===== src/rtl/uart_pkg.sv =====
// uart_pkg: shared parity modes, FSM state encodings and baud divisor helper
package uart_pkg;
  localparam int PAR_NONE = 0;
  localparam int PAR_ODD  = 1;
  localparam int PAR_EVEN = 2;

  typedef enum logic [2:0] {TX_IDLE, TX_START, TX_DATA, TX_PAR, TX_STOP} tx_state_e;
  typedef enum logic [2:0] {RX_IDLE, RX_START, RX_DATA, RX_PAR, RX_STOP, RX_BREAK} rx_state_e;

  function automatic int calc_div(input int clk_hz, input int baud);
    return (clk_hz + 8 * baud) / (16 * baud);
  endfunction
endpackage


===== src/rtl/uart_fifo.sv =====
// uart_fifo: synchronous FIFO with wrap-around pointers carrying an extra lap bit
module uart_fifo #(
  parameter int WIDTH = 10,
  parameter int DEPTH = 4
) (
  input  logic             clk,
  input  logic             rst_n,
  input  logic             push_i,
  input  logic [WIDTH-1:0] data_i,
  input  logic             pop_i,
  output logic [WIDTH-1:0] data_o,
  output logic             empty_o,
  output logic             full_o
);
  localparam int AW = $clog2(DEPTH);
  logic [AW:0] wp_q, rp_q;
  logic [WIDTH-1:0] mem_q [DEPTH];
  logic do_push, do_pop;
  assign empty_o = wp_q == rp_q;
  assign full_o  = (wp_q[AW] != rp_q[AW]) && (wp_q[AW-1:0] == rp_q[AW-1:0]);
  assign do_push = push_i && (!full_o || pop_i);
  assign do_pop  = pop_i && !empty_o;
  assign data_o  = mem_q[rp_q[AW-1:0]];
  // pointer advance; a push into a full FIFO is allowed when the head leaves the same cycle
  always_ff @(posedge clk or negedge rst_n) begin
    if (!rst_n) begin
      wp_q <= '0;
      rp_q <= '0;
    end else begin
      wp_q <= wp_q + (AW+1)'(do_push);
      rp_q <= rp_q + (AW+1)'(do_pop);
    end
  end
  // storage write
  always_ff @(posedge clk) begin
    if (do_push) mem_q[wp_q[AW-1:0]] <= data_i;
  end
endmodule


===== src/rtl/uart_xcvr.sv =====
// uart_xcvr: full-duplex UART, 16x oversampled receiver feeding a small FIFO
module uart_xcvr
  import uart_pkg::*;
#(
  parameter int CLK_HZ    = 25000000,
  parameter int BAUD      = 115200,
  parameter int DATA_BITS = 8,
  parameter int PARITY    = 0,
  parameter int STOP_BITS = 1,
  parameter int RX_DEPTH  = 4
) (
  input  logic                 clk,
  input  logic                 rst_n,
  input  logic [DATA_BITS-1:0] tx_data,
  input  logic                 tx_valid,
  output logic                 tx_ready,
  output logic [DATA_BITS-1:0] rx_data,
  output logic                 rx_valid,
  input  logic                 rx_ready,
  output logic                 rx_frame_err,
  output logic                 rx_parity_err,
  output logic                 rx_overrun,
  input  logic                 uart_rx,
  output logic                 uart_tx
);
  localparam int DIV = calc_div(CLK_HZ, BAUD);
  localparam int DW  = $clog2(DIV + 1);
  localparam int EW  = DATA_BITS + 2;

  tx_state_e tx_st_q, tx_st_d;
  logic [DW-1:0] tx_div_q, tx_div_d;
  logic [3:0] tx_tck_q, tx_tck_d;
  logic [2:0] tx_bit_q, tx_bit_d;
  logic [DATA_BITS-1:0] tx_sh_q, tx_sh_d;
  logic tx_par_q, tx_par_d, tx_en_q, tx_tick, tx_end;

  assign tx_ready = (tx_st_q == TX_IDLE) && tx_en_q;
  assign tx_tick  = tx_div_q == DW'(DIV - 1);
  assign tx_end   = tx_tick && (tx_tck_q == 4'd15);
  assign uart_tx  = tx_st_q == TX_START ? 1'b0 : tx_st_q == TX_DATA ? tx_sh_q[0] :
                    tx_st_q == TX_PAR ? tx_par_q : 1'b1;

  // TX next state: counters idle at zero so every frame starts a fresh bit period
  always_comb begin
    tx_st_d  = tx_st_q;
    tx_div_d = tx_tick ? '0 : tx_div_q + 1'b1;
    tx_tck_d = tx_tck_q + {3'd0, tx_tick};
    tx_bit_d = tx_bit_q;
    tx_sh_d  = tx_sh_q;
    tx_par_d = tx_par_q;
    case (tx_st_q)
      TX_IDLE: begin
        tx_div_d = '0;
        tx_tck_d = '0;
        if (tx_valid && tx_ready) begin
          tx_st_d  = TX_START;
          tx_sh_d  = tx_data;
          tx_par_d = (^tx_data) ^ (PARITY == PAR_ODD);
        end
      end
      TX_START: if (tx_end) begin
        tx_st_d  = TX_DATA;
        tx_bit_d = '0;
      end
      TX_DATA: if (tx_end) begin
        tx_sh_d  = tx_sh_q >> 1;
        tx_bit_d = tx_bit_q + 3'd1;
        if (tx_bit_q == 3'(DATA_BITS - 1)) begin
          tx_st_d  = PARITY == PAR_NONE ? TX_STOP : TX_PAR;
          tx_bit_d = '0;
        end
      end
      TX_PAR: if (tx_end) tx_st_d = TX_STOP;
      TX_STOP: if (tx_end) begin
        tx_bit_d = tx_bit_q + 3'd1;
        if (tx_bit_q == 3'(STOP_BITS - 1)) tx_st_d = TX_IDLE;
      end
      default: tx_st_d = TX_IDLE;
    endcase
  end

  // TX state register; tx_en_q holds off tx_ready until the first clock after reset
  always_ff @(posedge clk or negedge rst_n) begin
    if (!rst_n) begin
      tx_st_q  <= TX_IDLE;
      tx_div_q <= '0;
      tx_tck_q <= '0;
      tx_bit_q <= '0;
      tx_sh_q  <= '0;
      tx_par_q <= 1'b0;
      tx_en_q  <= 1'b0;
    end else begin
      tx_st_q  <= tx_st_d;
      tx_div_q <= tx_div_d;
      tx_tck_q <= tx_tck_d;
      tx_bit_q <= tx_bit_d;
      tx_sh_q  <= tx_sh_d;
      tx_par_q <= tx_par_d;
      tx_en_q  <= 1'b1;
    end
  end

  rx_state_e rx_st_q, rx_st_d;
  logic [DW-1:0] rx_div_q, rx_div_d;
  logic [3:0] rx_tck_q, rx_tck_d;
  logic [2:0] rx_bit_q, rx_bit_d;
  logic [DATA_BITS-1:0] rx_sh_q, rx_sh_d;
  logic rx_perr_q, rx_perr_d, sync1_q, sync2_q, ovr_q;
  logic rx_tick, rx_samp, rx_push, rx_pop, fifo_full, fifo_empty;
  logic [EW-1:0] fifo_out;

  assign rx_tick = rx_div_q == DW'(DIV - 1);
  assign rx_samp = rx_tick && (rx_tck_q == 4'd15);
  assign rx_pop  = rx_valid && rx_ready;
  assign rx_valid = !fifo_empty;
  assign {rx_data, rx_frame_err, rx_parity_err} = fifo_out;
  assign rx_overrun = ovr_q;

  // RX next state: tick count re-zeroed at the start mid-point so later samples land mid-bit
  always_comb begin
    rx_st_d   = rx_st_q;
    rx_div_d  = rx_tick ? '0 : rx_div_q + 1'b1;
    rx_tck_d  = rx_tck_q + {3'd0, rx_tick};
    rx_bit_d  = rx_bit_q;
    rx_sh_d   = rx_sh_q;
    rx_perr_d = rx_perr_q;
    rx_push   = 1'b0;
    case (rx_st_q)
      RX_IDLE: begin
        rx_div_d = '0;
        rx_tck_d = '0;
        if (!sync2_q) rx_st_d = RX_START;
      end
      RX_START: if (rx_tick && rx_tck_q == 4'd7) begin
        rx_tck_d  = '0;
        rx_bit_d  = '0;
        rx_perr_d = 1'b0;
        rx_st_d   = sync2_q ? RX_IDLE : RX_DATA;
      end
      RX_DATA: if (rx_samp) begin
        rx_sh_d  = {sync2_q, rx_sh_q[DATA_BITS-1:1]};
        rx_bit_d = rx_bit_q + 3'd1;
        if (rx_bit_q == 3'(DATA_BITS - 1)) rx_st_d = PARITY == PAR_NONE ? RX_STOP : RX_PAR;
      end
      RX_PAR: if (rx_samp) begin
        rx_perr_d = sync2_q ^ (^rx_sh_q) ^ (PARITY == PAR_ODD);
        rx_st_d   = RX_STOP;
      end
      RX_STOP: if (rx_samp) begin
        rx_push = 1'b1;
        rx_st_d = sync2_q ? RX_IDLE : RX_BREAK;
      end
      RX_BREAK: begin
        rx_div_d = '0;
        rx_tck_d = '0;
        if (sync2_q) rx_st_d = RX_IDLE;
      end
      default: rx_st_d = RX_IDLE;
    endcase
  end

  // RX state, input synchroniser and overrun pulse
  always_ff @(posedge clk or negedge rst_n) begin
    if (!rst_n) begin
      rx_st_q   <= RX_IDLE;
      rx_div_q  <= '0;
      rx_tck_q  <= '0;
      rx_bit_q  <= '0;
      rx_sh_q   <= '0;
      rx_perr_q <= 1'b0;
      sync1_q   <= 1'b1;
      sync2_q   <= 1'b1;
      ovr_q     <= 1'b0;
    end else begin
      rx_st_q   <= rx_st_d;
      rx_div_q  <= rx_div_d;
      rx_tck_q  <= rx_tck_d;
      rx_bit_q  <= rx_bit_d;
      rx_sh_q   <= rx_sh_d;
      rx_perr_q <= rx_perr_d;
      sync1_q   <= uart_rx;
      sync2_q   <= sync1_q;
      ovr_q     <= rx_push && fifo_full && !rx_pop;
    end
  end

  uart_fifo #(.WIDTH(EW), .DEPTH(RX_DEPTH)) u_fifo (
    .clk     (clk),
    .rst_n   (rst_n),
    .push_i  (rx_push),
    .data_i  ({rx_sh_q, !sync2_q, rx_perr_q}),
    .pop_i   (rx_pop),
    .data_o  (fifo_out),
    .empty_o (fifo_empty),
    .full_o  (fifo_full)
  );
endmodule


===== config.mk =====
export PLATFORM = sky130hd
export DESIGN_NAME = uart_xcvr
export DESIGN_NICKNAME = d
export VERILOG_FILES = /design/src/rtl/uart_pkg.sv /design/src/rtl/uart_fifo.sv /design/src/rtl/uart_xcvr.sv
export SDC_FILE = /design/constraint.sdc
export NUM_CORES = 1
export LEC_CHECK = 0
export CORE_MARGIN = 5
export CORE_UTILIZATION = 34
export DETAILED_ROUTE_END_ITERATION = 7
export GPL_ROUTABILITY_DRIVEN = 0
export GPL_TIMING_DRIVEN = 0
export PLACE_DENSITY = 0.56
export REMOVE_ABC_BUFFERS = 1
export SYNTH_ARGS = -nofsm -noshare
export SYNTH_HDL_FRONTEND = slang
export SYNTH_SLANG_ARGS = --single-unit

===== constraint.sdc =====
create_clock -name clk -period 5.1 [get_ports clk]
set_input_delay 0.51 -clock clk [delete_from_list [all_inputs] [get_ports clk]]
set_output_delay 0.51 -clock clk [all_outputs]
set_load 0.05 [all_outputs]

======== Yosys cells after proc, flatten, opt, wreduce, memory -nomap -nowiden ========
Memory sizes are Yosys's and may differ from the RTL's.
Cells that the tools add are included.
storage, ports and cells
  memory bits (writable) .................. 40
  memories ................................ 1
  word-level logic and storage cells ...... 141
  register bits ........................... 56
memory list
  name          words  bits a word  read ports  clocked after memory_dff  wr ports  line             text
  u_fifo.mem_q  4      10           1           0                         1         uart_fifo.sv:17  logic [WIDTH-1:0] mem_q [DEPTH];
cells by class
  $add $sub $neg .......................... 8
  bitwise logic cells ..................... 1
  equality and inequality tests ........... 33
  muxes and demuxes ....................... 46
  reductions and logical operators ........ 34
operators with widths
  operator             count
  $mux 3               21
  $mux 4               6
  $ne 2x2->1 const B   12
  $pmux 3 s6           1
  $eq 4x4->1 const B   4
  $mux 8               2
  $pmux 8 s2           1
  $reduce_xor 8->1     2
  $eq 3x3->1 const B   5
  $pmux 3 s5           1
  $reduce_and 7->1     2
  $eq 3x2->1 const B   4
  $logic_and 1x1->1    11
  $logic_not 3->1      3
  $mux 1               9
  $pmux 3 s3           1
  $reduce_and 3->1     3
  $add 4x1->4          2
  $add 4x1->4 const B  2
  $pmux 4 s2           1
  $add 3x1->3          2
  $add 3x1->3 const B  2
  $eq 3x1->1 const B   2
  $pmux 3 s2           1
  15 further kinds     22

======== Depth between registers and ports, before layout ========
  depth after elaboration ................. 7
  depth in mapped cells ................... 10

======== Cells and area by module ========
From an unflattened synthesis, not the netlist that was laid out.
second synthesis, totals
  cell total of the unflattened synthesis .. 325
  area, all modules ....................... 4473.0 um^2
by module, submodules not included
  module     cells an instance  area an instance (um^2)  instances
  uart_xcvr  247                2693.8                   1
  uart_fifo  78                 1779.2                   1

======== Worst setup path after synthesis ========
Ideal clock, no wire load.
  path type ............................... reg-to-reg
  from .................................... register rx_div_q[1]
  to ...................................... memory u_fifo.mem_q[2][0], enable pin
  arrival ................................. 2.254 ns
  clock period less this slack ............ 2.646 ns
  cell stages (with the launch flop) ...... 8
  data required time ...................... 4.708 ns
  buffers on the path ..................... 0
  setup slack ............................. 2.454 ns
  path through ............................ dfrtp_1 -> inv_1 -> ha_1 -> nand3_1 -> inv_1 -> nand2_1 -> or4_1 -> nor3b_1
on the way
  word-level cells in the longest chain between the ends .. 7
ends and longest elaborated chain
  what                          line              text
  start, declared               uart_xcvr.sv:104  logic [DW-1:0] rx_div_q, rx_div_d;
  start signal, assigned        uart_xcvr.sv:176  rx_div_q <= rx_div_d;
  $eq 4x4->1                    uart_xcvr.sv:112  assign rx_tick = rx_div_q == DW'(DIV - 1);
  $logic_and 1x1->1             uart_xcvr.sv:113  assign rx_samp = rx_tick && (rx_tck_q == 4'd15);
  $mux 1                        uart_xcvr.sv:149  RX_STOP: if (rx_samp) begin
  $mux 1                        uart_xcvr.sv:128  case (rx_st_q)
  $logic_and 1x1->1             uart_fifo.sv:21   assign do_push = push_i && (!full_o || pop_i);
  $mux 1                        uart_fifo.sv:36   if (do_push) mem_q[wp_q[AW-1:0]] <= data_i;
  $mux 1 (implied by the code)  uart_fifo.sv:36
  end, declared                 uart_fifo.sv:17
No other way between the ends.

======== Worst setup path in the final report ========
  from .................................... register tx_st_q[2]
  to ...................................... output port tx_ready
on the way
  word-level cells in the longest chain between the ends .. 2
ends and longest elaborated chain
  what                    line             text
  start, declared         uart_xcvr.sv:30  tx_state_e tx_st_q, tx_st_d;
  start signal, assigned  uart_xcvr.sv:93  tx_st_q <= tx_st_d;
  $logic_not 3->1         uart_xcvr.sv:37  assign tx_ready = (tx_st_q == TX_IDLE) && tx_en_q;
  $logic_and 1x1->1       uart_xcvr.sv:37
  end, declared           uart_xcvr.sv:16  output logic tx_ready,
No other way between the ends.

==> flow_summary.json <==
{
  "start_util": 0.349,
  "antenna_cells": 0,
  "fmax_mhz": 318,
  "drive_gt1_frac": 0.180,
  "htree_levels": 3,
  "grt_max_degree": 31,
  "fp-row-count": 41,
  "min_path_type": "in2async",
  "die_x_um": 124,
  "dr_wl_met3_um": 264,
  "synth-edff-count": 40,
  "insertion_delay_ps": 340,
  "finalCritPeriodShare": 0.617,
  "worstPathRequired_ps": 4590,
  "yosysTopAreaCell": "dfrtp_1",
  "ys_async_sr_fraction": 0.583,
  "endpoint_kind": "output port",
  "grt_pass1_vias": 2605,
  "highest_layer": "met4",
  "synth_area_um2": 4440,
  "leakage_uw": 0.00212,
  "synthTopCellsByArea": "dfrtp_1 30%, edfxtp_1 27%, mux2_2 6.1%",
  "vias": 2532,
  "grt_overflow": 0,
  "crit_type": "reg2out",
  "antenna_found_initial": 0,
  "synth.distinct_cells": 53,
  "status": "finished clean",
  "synth_top_cell_area_share": 0.304,
  "cts_setup_buffers": 0,
  "holdWs_ps": 189,
  "setup_violations": 0,
  "wl_per_cell_um": 14.2,
  "cts.clk_slew.worst_paths_ps": 60,
  "pin_count": 27,
  "tightest_slew_ps": 933,
  "grt_setup_unrepaired": "no",
  "nets": 375,
  "drc": 0,
  "crit_arrival_ps": 2640,
  "fin_crit_ps": 3150,
  "cts_max_path_buffers": 2,
  "postCtsHoldBufs": 0,
  "relSlewSlack": 0.375,
  "hpwl_um": 5090,
  "finClkSkew_ps": 4.65,
  "synth_commonest_cells": "54 x dfrtp_1, 40 x edfxtp_1, 24 x mux2_2, 19 x nor2_1",
  "fin_ws_ps": 1950,
  "avgSynthCellArea_um2": 13.9,
  "start_kind": "flop",
  "ys.flop_type": "dfrtp_1",
  "die_h_um": 124,
  "root_buffer": "clkbuf_16",
  "route.met2.wl_um": 3660,
  "first_pass_iters": 4,
  "yosysMostFrequentCell": "dfrtp_1",
  "synthesis.instances": 319,
  "ctsResizeCount": 0,
  "ys_seq_elements": 96,
  "p_per_area_nw_per_um2": 367,
  "ant_nets": 0,
  "dieArea_um2": 15400,
  "ys.warnings.count": 0,
  "viasPerCell": 4.85,
  "drt_iter0_drc": 112,
  "ir_worst_vdd_mv": 0.181,
  "grt_pass1_wl_um": 13100,
  "cp_max_fo": 14,
  "finalSetupTns_ps": 0,
  "syn_to_final_growth_pct": 16.1,
  "wl_met1_um": 3400,
  "synth-seq-area-share": 0.587,
  "grt_use_total": 0.104,
  "cts.sinks": 96,
  "port_buffers": 26,
  "preCtsSetupSlack_ps": 2110,
  "cts_buffers": 9,
  "cts_tree": "done",
  "core_um2": 12700,
  "routed_wl_um": 7420,
  "finalMaxSlewViolations": 0,
  "hold_viol_final": 0,
  "maxCapViolCount": 0
}
==> critical path, stage by stage (launching register included) <==
cell and delay, ps:
dfrtp_1 540, nor3_1 720, and2_1 220, clkdlybuf4s50_1 800
==> power breakdown <==
part	internal [uW]	switching [uW]
logic	167	177
clock network	331	276
registers	858	80.5
==> through the flow <==
| step | area [um2] | power (uW) | instances | util |
|---|---|---|---|---|
| 6_report | 5150 | 1890 | 522 | 0.405 |
| 5_1_grt | 5150 | 2000 | 522 | 0.405 |
| 4_1_cts | 5150 | 1930 | 522 | 0.405 |
| 3_5_place_dp | 4890 | 1310 | 506 | 0.384 |
| 3_3_place_gp | 4860 | 1300 | 505 | 0.382 |
| 2_1_floorplan | 4380 | 1190 | 307 | - |
==> layout make-up <==
| type | instances | area (um2) |
|---|---|---|
| Multi-Input combinational cell | 199 | 1750 |
| Clock buffer | 11 | 233 |
| Tap cell | 172 | 215 |
| Clock inverter | 5 | 33.8 |
| Sequential cell | 96 | 2610 |
| Inverter | 12 | 45.0 |
| Fill cell | 1239 | 7570 |
| Timing Repair Buffer | 27 | 275 |
==> metal layers <==
layer  vias to the layer above  GRT usage
met3                         9     0.0347
met2                        38      0.172
li1                       1227          -
met5                         -          0
met1                      1258      0.130
met4                         0     0.0290
==> worst paths after layout <==
kind	startpoint	endpoint	slack [ps]	cells past startpoint
min in group clk	sync1_q$_DFF_PN1_	sync2_q$_DFF_PN1_	360	0
max in group asynchronous	rst_n	u_fifo.rp_q[0]$_DFF_PN0_	4320	2
setup reg to reg	u_fifo.rp_q[0]$_DFF_PN0_	u_fifo.mem_q[2][2]$_DFFE_PP_	2200	4
hold / removal	rst_n	tx_bit_q[1]$_DFFE_PN0P_	190	1
hold reg to reg	sync1_q$_DFF_PN1_	sync2_q$_DFF_PN1_	360	0
setup / recovery	tx_st_q[2]$_DFFE_PN0P_	tx_ready	1950	3
==> kinds of logic (layout without fill, tap and decap cells) <==
kind of cell	Yosys count	after routing	share of synthesized area
AOI/OAI and AO/OA	32	32	0.0549
xor gates and xnor gates	28	28	0.0583
adders and majority gates	18	18	0.0502
buffers and inverters	24	55	0.0234
DFF	96	96	0.587
muxes	36	36	0.117
other	1	1	0.000844
and+or+nand+nor	84	84	0.108
==> cell usage in the layout, fill, tap and decap left out, types with 3 or more instances in the layout <==
master / n
o31ai_1: 4
clkbuf_16: 9
nand2b_1: 5
dfrtp_1: 54
nor3_1: 7
xnor2_1: 17
clkdlybuf4s50_1: 25
and3_1: 3
nand2_1: 8
nand3_1: 10
xor2_1: 10
edfxtp_1: 40
o21ai_0: 7
mux4_2: 10
and2_1: 4
a31oi_1: 6
ha_1: 17
nor2b_1: 7
inv_1: 12
nor2_1: 19
mux2_2: 24
==> sequential cells by signal, indices dropped and copies added, names as in the netlist, 3 cells and up <==
name / count
tx_tck_q: 4
u_fifo.mem_q: 40
rx_tck_q: 4
u_fifo.rp_q: 3
u_fifo.wp_q: 3
tx_div_q: 4
rx_div_q: 4
tx_bit_q: 3
rx_sh_q: 8
tx_st_q: 3
rx_bit_q: 3
tx_sh_q: 8
rx_st_q: 3
Note: power is estimated with default switching activity, not from simulation.
